`src/rtl/raster_block_walker.sv`:
```
// Walks a primitive's bounding box in BLOCK_SIZE steps, row-major, and streams
// one block location per beat with the primitive's edges and id attached.
module raster_block_walker #(
  parameter int DIM_BITS      = 16,
  parameter int DATA_BITS     = 32,
  parameter int BLOCK_LOGSIZE = 2,
  parameter int PID_BITS      = 8
) (
  input  logic                   clk,
  input  logic                   reset_n,
  input  logic                   in_valid,
  output logic                   in_ready,
  input  logic [DIM_BITS-1:0]    in_xmin,
  input  logic [DIM_BITS-1:0]    in_xmax,
  input  logic [DIM_BITS-1:0]    in_ymin,
  input  logic [DIM_BITS-1:0]    in_ymax,
  input  logic [9*DATA_BITS-1:0] in_edges,
  input  logic [PID_BITS-1:0]    in_pid,
  output logic                   out_valid,
  input  logic                   out_ready,
  output logic [DIM_BITS-1:0]    out_xloc,
  output logic [DIM_BITS-1:0]    out_yloc,
  output logic [9*DATA_BITS-1:0] out_edges,
  output logic [PID_BITS-1:0]    out_pid,
  output logic                   out_last
);

  localparam int                  BS         = 1 << BLOCK_LOGSIZE;
  localparam logic [DIM_BITS:0]   BS_W       = (DIM_BITS+1)'(BS);
  localparam logic [DIM_BITS-1:0] BS_N       = DIM_BITS'(BS);
  localparam logic [DIM_BITS-1:0] ALIGN_MASK = ~DIM_BITS'(BS - 1);

  typedef enum logic [1:0] {IDLE, WALK, DRAIN} state_e;

  state_e                 state_q;
  logic [DIM_BITS-1:0]    x_q, y_q, xs_q, xmax_q, ymax_q;
  logic [9*DATA_BITS-1:0] edges_q;
  logic [PID_BITS-1:0]    pid_q;
  logic                   valid_q, last_q;

  logic [DIM_BITS-1:0]    xs_a, ys_a, x_d, y_d, xlim, ylim;
  logic [DIM_BITS:0]      nx;
  logic                   empty, last_d;

  // Next block position: the aligned start when accepting, otherwise the
  // successor of the current block. The row step cannot wrap because it only
  // happens on a non-last block, which implies y+BS < ymax.
  always_comb begin
    xs_a  = in_xmin & ALIGN_MASK;
    ys_a  = in_ymin & ALIGN_MASK;
    empty = (in_xmax <= in_xmin) || (in_ymax <= in_ymin);
    nx    = {1'b0, x_q} + BS_W;
    if (state_q == IDLE) begin
      x_d  = xs_a;
      y_d  = ys_a;
      xlim = in_xmax;
      ylim = in_ymax;
    end else begin
      xlim = xmax_q;
      ylim = ymax_q;
      if (nx < {1'b0, xmax_q}) begin
        x_d = nx[DIM_BITS-1:0];
        y_d = y_q;
      end else begin
        x_d = xs_q;
        y_d = y_q + BS_N;
      end
    end
    last_d = (({1'b0, x_d} + BS_W) >= {1'b0, xlim}) &&
             (({1'b0, y_d} + BS_W) >= {1'b0, ylim});
  end

  always_ff @(posedge clk or negedge reset_n) begin
    if (!reset_n) begin
      state_q <= IDLE;
      valid_q <= 1'b0;
      last_q  <= 1'b0;
      x_q     <= '0;
      y_q     <= '0;
      xs_q    <= '0;
      xmax_q  <= '0;
      ymax_q  <= '0;
      edges_q <= '0;
      pid_q   <= '0;
    end else begin
      case (state_q)
        IDLE: begin
          if (in_valid) begin
            edges_q <= in_edges;
            pid_q   <= in_pid;
            xmax_q  <= in_xmax;
            ymax_q  <= in_ymax;
            xs_q    <= xs_a;
            if (empty) begin
              state_q <= DRAIN;
            end else begin
              state_q <= WALK;
              valid_q <= 1'b1;
              x_q     <= x_d;
              y_q     <= y_d;
              last_q  <= last_d;
            end
          end
        end
        WALK: begin
          if (out_ready) begin
            if (last_q) begin
              state_q <= IDLE;
              valid_q <= 1'b0;
              last_q  <= 1'b0;
            end else begin
              x_q    <= x_d;
              y_q    <= y_d;
              last_q <= last_d;
            end
          end
        end
        DRAIN:   state_q <= IDLE;
        default: state_q <= IDLE;
      endcase
    end
  end

  assign in_ready  = (state_q == IDLE);
  assign out_valid = valid_q;
  assign out_xloc  = x_q;
  assign out_yloc  = y_q;
  assign out_edges = edges_q;
  assign out_pid   = pid_q;
  assign out_last  = last_q;

endmodule

```
`config.mk`:
```
export PLATFORM = sky130hd
export DESIGN_NAME = raster_block_walker
export DESIGN_NICKNAME = d
export VERILOG_FILES = /design/src/rtl/raster_block_walker.sv
export SDC_FILE = /design/constraint.sdc
export NUM_CORES = 1
export LEC_CHECK = 0
export BUFFER_PORTS_ARGS = -buffer_cell sky130_fd_sc_hd__buf_2
export CAP_MARGIN = 20
export CORE_AREA = 10 10 266 268
export DETAILED_ROUTE_END_ITERATION = 10
export DIE_AREA = 0 0 276 278
export GPL_TIMING_DRIVEN = 0
export HOLD_SLACK_MARGIN = 0.08
export PLACE_DENSITY = 0.55
export SLEW_MARGIN = 0
export SYNTH_ARGS = -nofsm -noshare
export SYNTH_HDL_FRONTEND = slang
export SYNTH_SLANG_ARGS = --single-unit
```
`constraint.sdc`:
```
create_clock -name clk -period 6.2 [get_ports clk]
set_clock_uncertainty 0.1 [all_clocks]
set_input_delay 0.31 -clock clk [delete_from_list [all_inputs] [get_ports clk]]
set_output_delay 0.31 -clock clk [all_outputs]
set_load 0.03 [all_outputs]
```
---- After elaboration in Yosys (flattened, before gate mapping) ----
Index checks and enable logic that the tools add are counted.
storage, ports and cells
  word-level logic and storage cells ...... 65
  output and inout bits ................... 331
  input port bits ......................... 364
  register bits ........................... 378
cells by class
  equal/unequal tests ..................... 6
  add/subtract/negate cells ............... 4
  order comparisons ....................... 5
  mux-type cells .......................... 31
  reduce and logical (&&, ||, !) cells .... 9
operators by type and width
  kind                     count
  $mux W16                 14
  $pmux W16 S2             2
  $add A16 B3 Y17 const B  3
  $ge A17 B16 Y1           2
  $le A16 B16 Y1           2
  $lt A17 B16 Y1           1
  $add A16 B3 Y16 const B  1
  $ne A2 B2 Y1 const B     5
  $reduce_and A5 Y1        2
  $mux W1                  8
  $mux W2                  4
  $pmux W1 S2              2
  $pmux W2 S2              1
  $reduce_and A4 Y1        1
  $reduce_and A3 Y1        1
  $eq A2 B1 Y1 const B     1
  $logic_not A2 Y1         1
  $reduce_and A2 Y1        1
  $reduce_bool A2 Y1       1
  $logic_and A1 B1 Y1      1
  $logic_or A1 B1 Y1       1

---- Depth between registers and ports, before layout ----
  depth after elaboration ................. 10
  gate-level depth with buffers ........... 29
  gate-level depth less buffers ........... 27

---- Worst setup path after synthesis ----
OpenSTA, ideal clock, no wires.
  path type ............................... flip-flop to flip-flop
  from .................................... register x_q[3], in the netlist out_xloc[3]
  to ...................................... register last_q, in the netlist out_last
  setup time .............................. 0.120 ns
  data required time ...................... 5.980 ns
  buffers on the path ..................... 1
  clock period less this slack ............ 5.254 ns
  stages on the path, launching flop included .. 26
  arrival ................................. 5.034 ns
  slack ................................... 0.946 ns
  path through ............................ dfrtp_1 -> ha_1 -> nand2_1 -> nor2_1 -> and3_1 -> xor2_1 -> ha_1 -> a21oi_1 -> o21ai_1 -> a221oi_1 -> and2_1 -> buf_6 -> nand2_4 -> xnor2_1 -> a21oi_1 -> ha_1 -> nand4_2 -> nor3_1 -> xnor2_1 -> ha_1 -> a211o_1 -> nor3_1 -> nand2_1 -> o21ai_0 -> o41ai_2 -> a31o_1
between the ends
  word-level cells in the longest chain between the ends .. 10
  elaborated cells between the ends (all ways) .. 16
  those cells by class .................... add/sub: 3; order compare: 3; mux: 9; reduce/logical: 1
ends and longest elaborated chain
  item                                RTL line  RTL
  start, declared                     36        logic [DIM_BITS-1:0] x_q, y_q, xs_q, xmax_q, ymax_q;
  start signal, assigned              78        x_q <= '0;
  start signal, assigned              99        x_q <= x_d;
  start signal, assigned              112       x_q <= x_d;
  $add A16 B3 Y17 *                   52        nx = {1'b0, x_q} + BS_W;
  $lt A17 B16 Y1                      61        if (nx < {1'b0, xmax_q}) begin
  $mux W16                            61
  $mux W16                            53        if (state_q == IDLE) begin
  $add A16 B3 Y17 (on tied branches)  69, 70
  $ge A17 B16 Y1 (on tied branches)   69, 70
  $logic_and A1 B1 Y1 *               69        last_d = (({1'b0, x_d} + BS_W) >= {1'b0, xlim}) &&
  $mux W1 (on tied branches)          107, 94
  $mux W1 (on tied branches)          106, 88
  $pmux W1 S2 *                       86        case (state_q)
  end signal, assigned                101       last_q <= last_d;
  end signal, assigned                114       last_q <= last_d;
  end, declared                       39        logic valid_q, last_q;
Mark *: on every way between the ends. The rest lies on a longest branch, timed or not. The select of a mux whose other input is x is not followed.
A chain may end at the register's enable or synchronous reset.

---- Final worst setup path ----
  from .................................... register x_q[4], in the netlist out_xloc[4]
  to ...................................... register last_q, in the netlist out_last
The elaborated chain is that of the path after synthesis.

==> qor.csv <==
metric,value,unit
outcome,finished clean,
synth_edf_count,0,
cts_tree,yes,
pin_count,695,
r2r_cells,22,
start_util,27.4,%
fin_util,42.4,%
layout_worst_path_cycle_share,94.9,%
layout.cells.non_filler,4088,
die_x,276,um
yosys_warnings,0,
rsz0062_at_grt,false,
clk_pin_slew,0.06,ns
crit_path_max_incr_delay,0.45,ns
yosysTopAreaCellShare,52.8,%
drc,0,
fin_crit,5.88,ns
finalSetupViolCount,0,
synth_cell_types,68,
grt_max_degree,115,
grt_pass1_wl,122000,um
worstReg2RegEnd,out_last,
reg2reg_slack,0.32,ns
overflow,0,
peakVddDrop,0.295,mV
num_vias,18630,
startpoint_type,flop,
crit_type,reg -> reg,
layout-drive-gt1-share,25.6,%
route.met2.wl,39600,um
wl_met3,5500,um
finalHoldViolCount,0,
leakagePower,14.8,nW
fp-row-count,94,
ant_nets,0,
fp.dieArea,76700,um^2
cp_max_fo,10,
cts.sinks,378,
synth_xor_area_share,2.20,%
synth-async-reset-ratio,100,%
topRoutingLayerUsed,met5,
dpl.hpwl,62600,um
die_y,278,um
synthTopCellsByCount,"nand2_1, dfrtp_1, clkbuf_1",
cp-end-kind,flop,
wl_per_cell,19.9,um
clockBufferDepth,3,
drv_slew,0,
slew_headroom,21.1,%
syn_area,17900,um^2
fp.coreArea,65400,um^2
track_usage,20.4,%
synth_top_family_by_area,simple AND/OR/NAND/NOR gates,
tns,0,ns
wirelength,81300,um
ys_seq_area_share,52.8,%
synth_fa_ha_area_share,5.80,%
drtIter0Drc,1092,
crit_arrival,6.25,ns
ys_ff_latch,378,
vias_per_cell,4.56,
cts_made_buffers,45,
dp.cells,3651,
nets,3634,
synth_mux_area_share,1.96,%
antenna_found_initial,6,
fmax,170,MHz
synth-compound-area-share,6.87,%
cp_slowest_cell,or3_4,
worst_pin_slew,1.18,ns
synthMostInstantiatedCell,nand2_1,
r2r_start,out_xloc[4],
critical_path.endpoint,out_last,
drtPass1Iterations,5,
globalplace.congestion,0.941,
synth_flop_cell,dfrtp_1,
power,15.1,mW
area_growth,54.8,%
postSynthAreaPerCell,8.57,um^2
clock_latency,0.57,ns
crit_required,6.56,ns
port_buffers,694,
grt_pass1_vias,19835,
cts_root_buf,clkbuf_16,
yosys.area.top_type,dfrtp_1,
syn_nets,2537,
pwr_density_cell,544,nW/um^2
h-tree-depth,2,
syn_inst,2090,
hold_class,in -> reg,
cp-startpoint,out_xloc[4],
yosys.area_share.simple,26.9,%
cp_cell_sequence,"nand3_2, or3_4, nor2_1, xor2_1, ha_1, and3_1, a221oi_4, nand2_2, buf_2, o211ai_1, xor2_1, o21ai_1, nand3_1, nor4_1, xnor2_1, ha_1, and3_1, a31oi_1, a211oi_1, o21ai_0, o41ai_2, a31o_1",
synthTopCellsByArea,"dfrtp_1, nand2_1, ha_1",
maxCapViolCount,0,
wl_met1,32100,um
[registers in the layout, indices dropped and copies added, names as in the netlist]
signal     count
out_valid      1
out_pid        8
out_last       1
ymax_q        16
xmax_q        16
xs_q          14
state_q        2
out_xloc      16
out_yloc      16
out_edges    288
[layout by cell type (no fill, tap or decap), types with 26 or more instances in the layout]
master         count
nand2_1         1038
buf_2            694
dfrtp_1          373
dlygate4sd3_1    350
clkbuf_1          98
ha_1              81
nor2_1            63
o21ai_0           63
inv_1             57
clkbuf_16         46
a21oi_1           36
mux2i_1           34
xnor2_1           28
nand3_1           26
[how the worst min path moves through the flow]
stage / cells after the start / end / startpoint / slack (ns)
6_report: 3 / out_yloc[15] / in_ymin[15] / 0.12
3_3_place_gp: 2 / out_edges[135] / out_edges[135] / 0.35
4_1_cts: 5 / out_yloc[3] / in_ymin[3] / 0.08
3_5_place_dp: 1 / out_edges[183] / reset_n / 0.22
2_1_floorplan: 0 / out_edges[0] / reset_n / -0.09
5_1_grt: 3 / out_yloc[15] / in_ymin[15] / 0.1
[area by class of cell]
class,count,area [um^2]
diodes,3,7.51
plain buffers,100,403
clock buffers,63,1350
clock inverters,18,228
fillers,6496,37700
inverters,57,214
multi-input cells,1555,7900
flip-flops and latches,378,9470
well taps,864,1080
repair buffers,1050,7090
[worst max-delay path, delay by kind of cell (launching register included)]
kind                     cells  cell delay, ns
AO/OA/AOI/OAI                8            1.78
XOR/XNOR                     3            0.48
buffers and inverters        1            0.25
flip-flops                   1            0.43
adder cells (fa/ha/maj)      2            0.67
AND/OR/NAND/NOR              8            2.05
[stage by stage]
step	area, um^2	setup WS, ns	hold slack, ns
finish	27700	0.315	0.120
global route	27700	0.0143	0.0951
CTS	27600	0.000754	0.0830
detailed placement	22600	-0.147	0.224
global placement	22500	-3.34	0.353
floorplan	17900	0.946	-0.0856
[where the power goes]
part | switching (mW) | internal [mW]
sequential | 0.715 | 3.60
clock | 1.14 | 1.69
combinational | 5.58 | 2.37
total | 7.44 | 7.65
[kinds of logic after synthesis]
logic type	Yosys count
AND/OR/NAND/NOR	1210
flip-flops	378
AO/OA/AOI/OAI	182
buffers and inverters	157
adder cells (fa/ha/maj)	83
XOR/XNOR	45
multiplexers	35
[metal layers]
metal | track usage, % | up-vias
met3 | 4.79 | 199
met1 | 23.4 | 8808
li1 | - | 8878
met4 | 9.54 | 2
met5 | 0 | -
met2 | 35.5 | 743
[what timing repair did]
action	4_1_cts	5_1_grt
endpoints found under the setup margin	1	1
cloned	0	0
pin swaps	0	2
setup buffers	0	3
hold buffers	349	1
endpoints found under the hold margin	420	1
resized for setup	2	15
Note: power is estimated with default switching activity, not from simulation.
